### src/rtl/shift_pkg.sv
// -----------------------------------------------------------------------------
// shift_pkg
// Shared definitions for the serial frame receiver:
//   - DEFAULT_DATA_BITS : default MSB index of the received word
//   - state_e           : receiver FSM states
//   - cnt_width()       : width of the bit counter for a given DATA_BITS
// -----------------------------------------------------------------------------
package shift_pkg;

    localparam int DEFAULT_DATA_BITS = 16;

    // IDLE  : no bit received since the last frame end
    // SHIFT : 1..DATA_BITS+1 bits received
    // OVER  : more than DATA_BITS+1 bits received (counter saturated)
    typedef enum logic [1:0] {
        ST_IDLE  = 2'd0,
        ST_SHIFT = 2'd1,
        ST_OVER  = 2'd2
    } state_e;

    // Counter must reach DATA_BITS+2, so it needs to represent DATA_BITS+3 values.
    function automatic int cnt_width(input int data_bits);
        return $clog2(data_bits + 3);
    endfunction

endpackage

### src/rtl/shift_rx_sync_edge.sv
// -----------------------------------------------------------------------------
// sync_edge
// Two-flop synchronizer followed by a registered rising-edge pulse.
//   clk     : system clock
//   rst     : synchronous active-high reset
//   in_i    : asynchronous input level
//   sync_o  : synchronized level (second synchronizer flop)
//   pulse_o : one-cycle registered pulse for each rising edge of in_i
//
// Input sampled high at clk edge N produces pulse_o high after edge N+2.
// -----------------------------------------------------------------------------
module sync_edge (
    input  logic clk,
    input  logic rst,
    input  logic in_i,
    output logic sync_o,
    output logic pulse_o
);

    logic       meta_q;
    logic       sync_q;
    logic       prev_q;
    logic       pulse_q;
    // Warm-up shift: prev_q only holds a real sample once warm_q[2] is set.
    // Without it an input already high at reset release would look like a
    // 0->1 transition against the reset value of prev_q.
    logic [2:0] warm_q;

    always_ff @(posedge clk) begin
        if (rst) begin
            meta_q  <= 1'b0;
            sync_q  <= 1'b0;
            prev_q  <= 1'b0;
            pulse_q <= 1'b0;
            warm_q  <= 3'b000;
        end else begin
            meta_q  <= in_i;
            sync_q  <= meta_q;
            prev_q  <= sync_q;
            warm_q  <= {warm_q[1:0], 1'b1};
            pulse_q <= sync_q & ~prev_q & warm_q[2];
        end
    end

    assign sync_o  = sync_q;
    assign pulse_o = pulse_q;

endmodule

### src/rtl/shift_rx.sv
// -----------------------------------------------------------------------------
// shift_rx
// Receives MSB-first serial frames clocked by an external sclk and terminated
// by an external slat strobe, presenting each complete word on a valid/rdy
// output port.
//   clk   : system clock
//   rst   : synchronous active-high reset
//   sclk  : external serial clock (async), data taken on its rising edge
//   sdat  : external serial data (async), MSB first
//   slat  : external latch strobe (async), rising edge ends a frame
//   rdy   : consumer ready; word transfers on a clk edge with valid && rdy
//   Q     : received word (DATA_BITS+1 bits), stable while valid
//   valid : Q holds an unconsumed word
//   ferr  : one-cycle pulse, frame ended with the wrong bit count
//   ovr   : one-cycle pulse, good frame dropped since previous word unconsumed
//   busy  : at least one bit received since the last frame end or reset
// -----------------------------------------------------------------------------
module shift_rx
    import shift_pkg::*;
#(
    parameter int DATA_BITS = DEFAULT_DATA_BITS
) (
    input  logic               clk,
    input  logic               rst,
    input  logic               sclk,
    input  logic               sdat,
    input  logic               slat,
    input  logic               rdy,
    output logic [DATA_BITS:0] Q,
    output logic               valid,
    output logic               ferr,
    output logic               ovr,
    output logic               busy
);

    localparam int                CNT_W    = cnt_width(DATA_BITS);
    localparam logic [CNT_W-1:0]  CNT_FULL = CNT_W'(DATA_BITS + 1);
    localparam logic [CNT_W-1:0]  CNT_OVER = CNT_W'(DATA_BITS + 2);

    // ------------------------------------------------------------------
    // Input conditioning: index 0 = sclk, index 1 = slat
    // ------------------------------------------------------------------
    logic [1:0] ext_in;
    logic [1:0] ext_sync;
    logic [1:0] ext_pulse;

    assign ext_in = {slat, sclk};

    generate
        for (genvar gi = 0; gi < 2; gi++) begin : g_sync
            sync_edge u_sync_edge (
                .clk     (clk),
                .rst     (rst),
                .in_i    (ext_in[gi]),
                .sync_o  (ext_sync[gi]),
                .pulse_o (ext_pulse[gi])
            );
        end
    endgenerate

    logic sclk_p;
    logic slat_p;

    assign sclk_p = ext_pulse[0];
    assign slat_p = ext_pulse[1];

    // sdat goes through the same two synchronizer flops plus one more stage so
    // that dat_al_q carries the sample taken alongside the sclk sample that
    // produced the current sclk_p.
    logic dat_meta_q;
    logic dat_sync_q;
    logic dat_al_q;

    always_ff @(posedge clk) begin
        if (rst) begin
            dat_meta_q <= 1'b0;
            dat_sync_q <= 1'b0;
            dat_al_q   <= 1'b0;
        end else begin
            dat_meta_q <= sdat;
            dat_sync_q <= dat_meta_q;
            dat_al_q   <= dat_sync_q;
        end
    end

    // ------------------------------------------------------------------
    // Datapath next-state. The shift is computed before the frame-end
    // decision so a bit arriving in the same cycle as slat is included.
    // ------------------------------------------------------------------
    logic [DATA_BITS:0] shift_q;
    logic [DATA_BITS:0] shift_d;
    logic [CNT_W-1:0]   cnt_q;
    logic [CNT_W-1:0]   cnt_d;
    logic               frame_good;
    logic               load;

    logic [DATA_BITS:0] q_q;
    logic               valid_q;
    logic               ferr_q;
    logic               ovr_q;
    logic               busy_q;
    state_e             state_q;

    always_comb begin
        shift_d = shift_q;
        cnt_d   = cnt_q;
        if (sclk_p) begin
            shift_d = {shift_q[DATA_BITS-1:0], dat_al_q};
            if (cnt_q != CNT_OVER) begin
                cnt_d = cnt_q + 1'b1;
            end
        end
        frame_good = (cnt_d == CNT_FULL);
        // A good frame is taken when the output slot is free or being freed
        // on this very edge.
        load       = slat_p && frame_good && (!valid_q || rdy);
    end

    // ------------------------------------------------------------------
    // FSM with registered outputs
    // ------------------------------------------------------------------
    always_ff @(posedge clk) begin
        if (rst) begin
            shift_q <= '0;
            cnt_q   <= '0;
            q_q     <= '0;
            valid_q <= 1'b0;
            ferr_q  <= 1'b0;
            ovr_q   <= 1'b0;
            busy_q  <= 1'b0;
            state_q <= ST_IDLE;
        end else begin
            shift_q <= shift_d;
            cnt_q   <= slat_p ? '0 : cnt_d;

            ferr_q  <= slat_p && !frame_good;
            ovr_q   <= slat_p && frame_good && valid_q && !rdy;

            if (load) begin
                q_q     <= shift_d;
                valid_q <= 1'b1;
            end else if (valid_q && rdy) begin
                valid_q <= 1'b0;
            end

            if (slat_p) begin
                state_q <= ST_IDLE;
                busy_q  <= 1'b0;
            end else begin
                case (state_q)
                    ST_IDLE: begin
                        if (sclk_p) begin
                            state_q <= ST_SHIFT;
                            busy_q  <= 1'b1;
                        end
                    end
                    ST_SHIFT: begin
                        if (sclk_p && (cnt_d == CNT_OVER)) begin
                            state_q <= ST_OVER;
                        end
                    end
                    ST_OVER: begin
                        state_q <= ST_OVER;
                    end
                    default: begin
                        state_q <= ST_IDLE;
                        busy_q  <= 1'b0;
                    end
                endcase
            end
        end
    end

    assign Q     = q_q;
    assign valid = valid_q;
    assign ferr  = ferr_q;
    assign ovr   = ovr_q;
    assign busy  = busy_q;

endmodule

### config.mk
export PLATFORM = sky130hd
export DESIGN_NAME = shift_rx
export DESIGN_NICKNAME = d
export VERILOG_FILES = /design/src/rtl/shift_pkg.sv /design/src/rtl/shift_rx_sync_edge.sv /design/src/rtl/shift_rx.sv
export SDC_FILE = /design/constraint.sdc
export NUM_CORES = 1
export LEC_CHECK = 0
export CAP_MARGIN = 20
export CORE_MARGIN = 5
export CORE_UTILIZATION = 45
export DETAILED_ROUTE_END_ITERATION = 10
export HOLD_SLACK_MARGIN = 0.05
export PLACE_DENSITY = 0.66
export SLEW_MARGIN = 30
export SYNTH_ARGS = -nofsm -noshare
export SYNTH_HDL_FRONTEND = slang
export SYNTH_SLANG_ARGS = --single-unit
### constraint.sdc
create_clock -name clk -period 5.2 [get_ports clk]
set_input_delay 1.04 -clock clk [delete_from_list [all_inputs] [get_ports clk]]
set_output_delay 1.04 -clock clk [all_outputs]
set_load 0.005 [all_outputs]
==> results of run 1 <==
## worst max-delay path by stage
stage	depth (start not counted)	end	from
after detailed placement	5	Q[6]$_SDFFE_PP0P_	rdy
after CTS	5	Q[6]$_SDFFE_PP0P_	rdy
after global placement	5	Q[3]$_SDFFE_PP0P_	rdy
after floorplan	5	Q[10]$_SDFFE_PP0P_	rdy
after global routing	5	Q[1]$_SDFFE_PP0P_	rdy
final	5	Q[6]$_SDFFE_PP0P_	rdy
## cell families (layout without fill, tap and decap cells)
| group | Yosys count | count (layout) | synth area share [%] |
|---|---|---|---|
| AOI/OAI and AO/OA | 14 | 14 | 4.518 |
| xor gates and xnor gates | 4 | 4 | 1.851 |
| DFF | 59 | 59 | 51.39 |
| adders and majority gates | 4 | 4 | 2.178 |
| and+or+nand+nor | 73 | 73 | 18.73 |
| muxes | 35 | 35 | 17.80 |
| buffers and inverters | 17 | 51 | 3.538 |
## per-stage QoR
stage | instances | setup slack [ns] | power (µW) | hold slack [ns] | utilization [%]
3_3_place_gp | 294 | 2.525 | 482.5 | 0.4201 | 51.51
3_5_place_dp | 294 | 2.508 | 482.6 | 0.4256 | 51.51
2_1_floorplan | 206 | 3.082 | 476.7 | 0.4138 | -
6_report | 310 | 2.860 | 919.0 | 0.4395 | 55.83
5_1_grt | 310 | 2.773 | 961.0 | 0.4615 | 55.83
4_1_cts | 310 | 2.846 | 935.8 | 0.4422 | 55.83
## state kept, by name, summed over array words and instances (netlist names), 3 cells and up
name,count
Q,17
cnt_q,5
g_sync.u_sync_edge.warm_q,3
shift_q,17
## area by class of cell
type                    count  area [µm²]  area share, %
clock buffers              10       127.6          4.533
clock inverters             6       90.09          3.200
inverters                   8       30.03          1.067
multi-input cells         130        1036          36.80
flip-flops and latches     59        1181          41.96
well taps                  70       87.58          3.111
repair buffers             27       262.8          9.333
## routing by layer
| metal | vias to the layer above | share of wire, % | GRT usage (%) |
|---|---|---|---|
| li1 | 754 | - | - |
| met5 | - | 0 | 0 |
| met1 | 668 | 48 | 16.11 |
| met2 | 21 | 45 | 19.71 |
| met4 | 0 | 1.8 | 8.108 |
| met3 | 7 | 4.7 | 5.154 |
## worst reg2reg max path, stage by stage (launching register included)
cell and delay (ns):
dfxtp_1 0.31, buf_4 0.33, nand4_1 0.17, xnor2_1 0.24
nor3_4 0.30, nand3_4 0.31, mux2_1 0.42
## power by group
part	internal [µW]	switching [µW]	leakage, µW	total (µW)
logic	6.26	8.71	0.000514	15.0
clock network	270	177	0.000106	447
registers	456	1.02	0.000477	457
total	733	186	0.00110	919
## synth_stat cells, types with 2 or more instances
cell type  count  area share, %
dfxtp_1       59             51
nor2b_1       30            8.2
nor2_1        20            3.3
mux2i_1       18            7.8
mux2_4        10            6.5
mux2_1         7            3.4
inv_1          6           0.98
a21oi_1        5            1.1
clkbuf_1       5           0.82
nor3_1         5            1.1
ha_1           4            2.2
and3b_1        3            1.1
a21boi_1       2           0.65
and2_1         2           0.54
buf_2          2           0.44
buf_6          2           0.98
inv_2          2           0.33
nand2_1        2           0.33
nand4_1        2           0.54
o21ai_0        2           0.44
xor2_1         2           0.76
## placed cells by master, fill, tap and decap left out, drive strengths merged, types with 4 or more instances in the layout
cell type and instances:
mux2 17, ha 4, clkbuf 10, nor2 20
a21oi 5, clkdlybuf4s50 25, inv 8, nor2b 30
nor3 6, dfxtp 59, mux2i 18
==> results.cfg, run 1 <==
[synth]
synth-edff-count = 0
syn_avg_cell_area_um2 = 11.16
ys.flop_type = dfxtp_1
synth_cell_types = 37
ys_seq_elements = 59
yosysSeqAreaShare_pct = 51.39
yosysWarningCount = 0
syn-num-nets = 216
netlist_instances = 206
netlist_area_um2 = 2298
synthArstFlopShare_pct = 0

[floorplanning]
fp.dieH_um = 81.47
initial_core_util_pct = 45.58
ioPinCount = 27
dieArea_um2 = 6637
fp.dieW_um = 81.47
coreArea_um2 = 5042
rows = 26

[clock_tree]
clock-sinks = 59
clk_pin_slew_ns = 0.07
cts_hold_buf = 0
clockBufferDepth = 2
h-tree-depth = 3
cts_resized = 0
cts_root_buf = clkbuf_8
post_cts_buffers = 0
cts_tree = yes
cts_buffers = 9
clk_latency_ns = 0.33

[sta]
finalSetupViolCount = 0
rsz0062_at_grt = no
hold_violations = 0
max-slew-margin-rel_pct = 40.38
period_needed_ns = 2.340
fin_skew_ns = 0.006096
clock.fmax_mhz = 427.3
tightest_slew_ns = 0.8943
fin_crit_sh_pct = 45.00
setup-tns-final_ns = 0
slew_violations = 0

[global_routing]
grt_max_degree = 53
grt_pass1_vias = 1469
grt_overflow = 0
grt.total_usage_pct = 13.27
grt_pass1_wl_mm = 6.603
antenna_found_initial = 0

[setup_path]
cp.required_ns = 5.41
critPathLaunchType = primary input
slowest_stage = clkdlybuf4s50_1
crit_type = in2reg
reg2reg_from = g_sync[0].u_sync_edge.pulse_o$_SDFF_PP0_
crit_family = simple AND/OR/NAND/NOR gates
end_kind = flop
slowest_delay_ns = 0.45
reg2reg_depth = 6
r2r_end = Q[6]$_SDFFE_PP0P_
worst-path-buf-inv = 1
cp_max_fo = 17
cp.arrival_ns = 2.55
rrSetupSlack_ns = 3.01
crit_chain = clkdlybuf4s50_1 > nand2b_1 > and3_1 > nand3_4 > mux2_1

[finish]
area_delta_synth_final_pct = 22.48
n_fill_cell = 454
drive_gt1_share_pct = 14.17
diodes = 0
final_nets = 245
stdcell_area_um2 = 2815

[min_path]
min_path_cells = 1
min_from = g_sync[1].u_sync_edge.meta_q$_SDFF_PP0_
hold_class = reg2reg
worstHoldEndpoint = g_sync[1].u_sync_edge.sync_o$_SDFF_PP0_

[placement]
place_area_um2 = 2597
numPortBuffers = 26
gp_congestion = 0.7724
hpwl_mm = 2.315

[detailed_routing]
dr.pass1.iters = 4
via_per_inst = 4.677
wl_per_cell_um = 11.82
routed-via-count = 1450
routed_wl_mm = 3.664
drc = 0
drt_iter0_drc = 64
ant_nets = 0

[run]
drv_cap = 0

[power]
p_per_area_nw_per_um2 = 326.5
vdd_ir_drop_max_v = 0.0002309
p_leak_uw = 0.001098

[run_status]
outcome = finished clean
Note: power is estimated with default switching activity, not from simulation.
==> inputs of run 2 (changes only) <==
--- a/config.mk
+++ b/config.mk
@@ -10,7 +10,7 @@
 export CORE_UTILIZATION = 45
 export DETAILED_ROUTE_END_ITERATION = 10
 export HOLD_SLACK_MARGIN = 0.05
-export PLACE_DENSITY = 0.66
+export PLACE_DENSITY = 0.69
 export SLEW_MARGIN = 30
 export SYNTH_ARGS = -nofsm -noshare
 export SYNTH_HDL_FRONTEND = slang
==> constraint.sdc (replaced) <==
create_clock -name clk -period 2.15 [get_ports clk]
set_input_delay 0.43 -clock clk [delete_from_list [all_inputs] [get_ports clk]]
set_output_delay 0.43 -clock clk [all_outputs]
set_load 0.005 [all_outputs]
==> run 2 against run 1 <==
Against the previous run: via count is 2.7% higher; global-route usage is 0.61 points higher; clock-buffer cell count is 2 higher; worst hold slack better by 0.0012 ns; sequential cell count stayed put; die area stayed put; critical path depth is 1 higher; sequential power is 140% higher; final cell count stayed put; routed wire length is 3.7% higher; total power is 130% higher; critical path type is now reg2reg.
==> results.cfg, run 2 (same netlist as run 1, synthesis figures left out) <==
[detailed_routing]
dr.pass1.iters = 4
drc = 0
via_per_inst = 4.803
routed-via-count = 1489
wl_per_cell_um = 12.25
ant_nets = 0
routed_wl_mm = 3.799
drt_iter0_drc = 76

[sta]
setup_ws_ns = 0.1817
finalSetupViolCount = 0
max-slew-margin-rel_pct = 68.76
setup-tns-final_ns = 0
tightest_slew_ns = 0.4652
hold_violations = 0
fin_skew_ns = 0.003682
fin_crit_sh_pct = 91.55
clock.fmax_mhz = 508.1
slew_violations = 0
rsz0062_at_grt = no
hold_slack_ns = 0.4407
period_needed_ns = 1.968

[setup_path]
worst-path-buf-inv = 1
cp_max_fo = 17
slowest_delay_ns = 0.52
crit_type = reg2reg
cp.required_ns = 2.37
cp.arrival_ns = 2.18
crit_chain = nand4_1 > xnor2_1 > nor3_4 > nand3_4 > buf_12 > mux2_1
critPathLaunchType = flop
crit_family = flip-flops
slowest_stage = dfxtp_1
end_kind = flop

[clock_tree]
clk_latency_ns = 0.33
clk_pin_slew_ns = 0.06
clock-sinks = 59
cts_buffers = 9
h-tree-depth = 3
post_cts_buffers = 0
cts_tree = yes
clockBufferDepth = 2
cts_hold_buf = 0
cts_resized = 0
cts_root_buf = clkbuf_8

[global_routing]
grt_overflow = 0
grt_use_met3_pct = 4.276
grt.total_usage_pct = 13.88
antenna_found_initial = 0
grt_pass1_vias = 1585
gr-max-usage-layer = met2
grt_pass1_wl_mm = 6.824
grt_max_degree = 53
gr-usage-met1_pct = 16.06
met2_usage_pct = 21.34

[placement]
gp_congestion = 0.7994
numPortBuffers = 26
hpwl_mm = 2.389
place_area_um2 = 2638
post-place-ws_ns = 0.1468

[floorplanning]
rows = 26
fp.dieH_um = 81.47
coreArea_um2 = 5042
ioPinCount = 27
dieArea_um2 = 6637
initial_core_util_pct = 45.58
fp.dieW_um = 81.47

[min_path]
hold_class = reg2reg

[finish]
area_delta_synth_final_pct = 24.22
layout_commonest_cell = dfxtp_1
final_util_pct = 56.63
drive_gt1_share_pct = 16.25
stdcell_area_um2 = 2855
n_fill_cell = 442
final_nets = 247
diodes = 0
final_cell_mix = dfxtp_1 (58), nor2b_1 (30), clkdlybuf4s50_1 (25)

[power]
p_per_area_nw_per_um2 = 753.9
p_leak_uw = 0.001117
vdd_ir_drop_max_v = 0.0005096

[run]
drv_cap = 0

[run_status]
outcome = finished clean
==> run 2: layout make-up <==
cell class / count / area (µm²) / area share [%]
multi-input cells: 130 / 1050 / 36.77
flip-flops and latches: 59 / 1185 / 41.50
well taps: 70 / 87.58 / 3.067
repair buffers: 29 / 302.8 / 10.60
inverters: 8 / 30.03 / 1.052
clock buffers: 12 / 165.2 / 5.784
clock inverters: 2 / 35.03 / 1.227
==> run 2: per-stage QoR <==
step	power [µW]	cells
floorplan	1153	206
global placement	1171	296
detailed placement	1172	296
CTS	2183	310
global route	2247	310
finish	2152	310
==> run 2: per-layer routing <==
metal / vias up / part of all wire [%]
li1: 754 / -
met1: 703 / 48
met2: 24 / 46
met3: 8 / 2.9
met4: 0 / 2.3
met5: - / 0
==> run 2: power by group <==
group	total, µW	switching, µW	internal (µW)
Clock	1010	392	615
Sequential	1110	2.84	1100
Combinational	41.1	22.2	18.9
Total	2150	417	1740
==> run 2: worst reg2reg max path, stage by stage, from the launching register on <==
cell	delay (ns)
dfxtp_1	0.52
nand4_1	0.18
xnor2_1	0.42
nor3_4	0.12
nand3_4	0.11
buf_12	0.17
mux2_1	0.33
==> run 2: path summary, 6_finish.rpt <==
kind	startpoint	end	slack (ns)	cells past startpoint
worst max register to register	g_sync[0].u_sync_edge.pulse_o$_SDFF_PP0_	Q[1]$_SDFFE_PP0P_	0.18	6
worst min register to register	g_sync[0].u_sync_edge.meta_q$_SDFF_PP0_	g_sync[0].u_sync_edge.sync_o$_SDFF_PP0_	0.44	1
worst min-delay path	g_sync[0].u_sync_edge.meta_q$_SDFF_PP0_	g_sync[0].u_sync_edge.sync_o$_SDFF_PP0_	0.44	1
worst max-delay path	g_sync[0].u_sync_edge.pulse_o$_SDFF_PP0_	Q[1]$_SDFFE_PP0P_	0.18	6
==> inputs of run 3 (changes only) <==
--- a/config.mk
+++ b/config.mk
@@ -5,13 +5,13 @@
 export SDC_FILE = /design/constraint.sdc
 export NUM_CORES = 1
 export LEC_CHECK = 0
-export CAP_MARGIN = 20
+export CAP_MARGIN = 15
 export CORE_MARGIN = 5
 export CORE_UTILIZATION = 45
 export DETAILED_ROUTE_END_ITERATION = 10
 export HOLD_SLACK_MARGIN = 0.05
 export PLACE_DENSITY = 0.69
-export SLEW_MARGIN = 30
+export SLEW_MARGIN = 20
 export SYNTH_ARGS = -nofsm -noshare
 export SYNTH_HDL_FRONTEND = slang
 export SYNTH_SLANG_ARGS = --single-unit
==> results of run 3 <==
Final layout, timing and power as in run 2 (identical DEF).
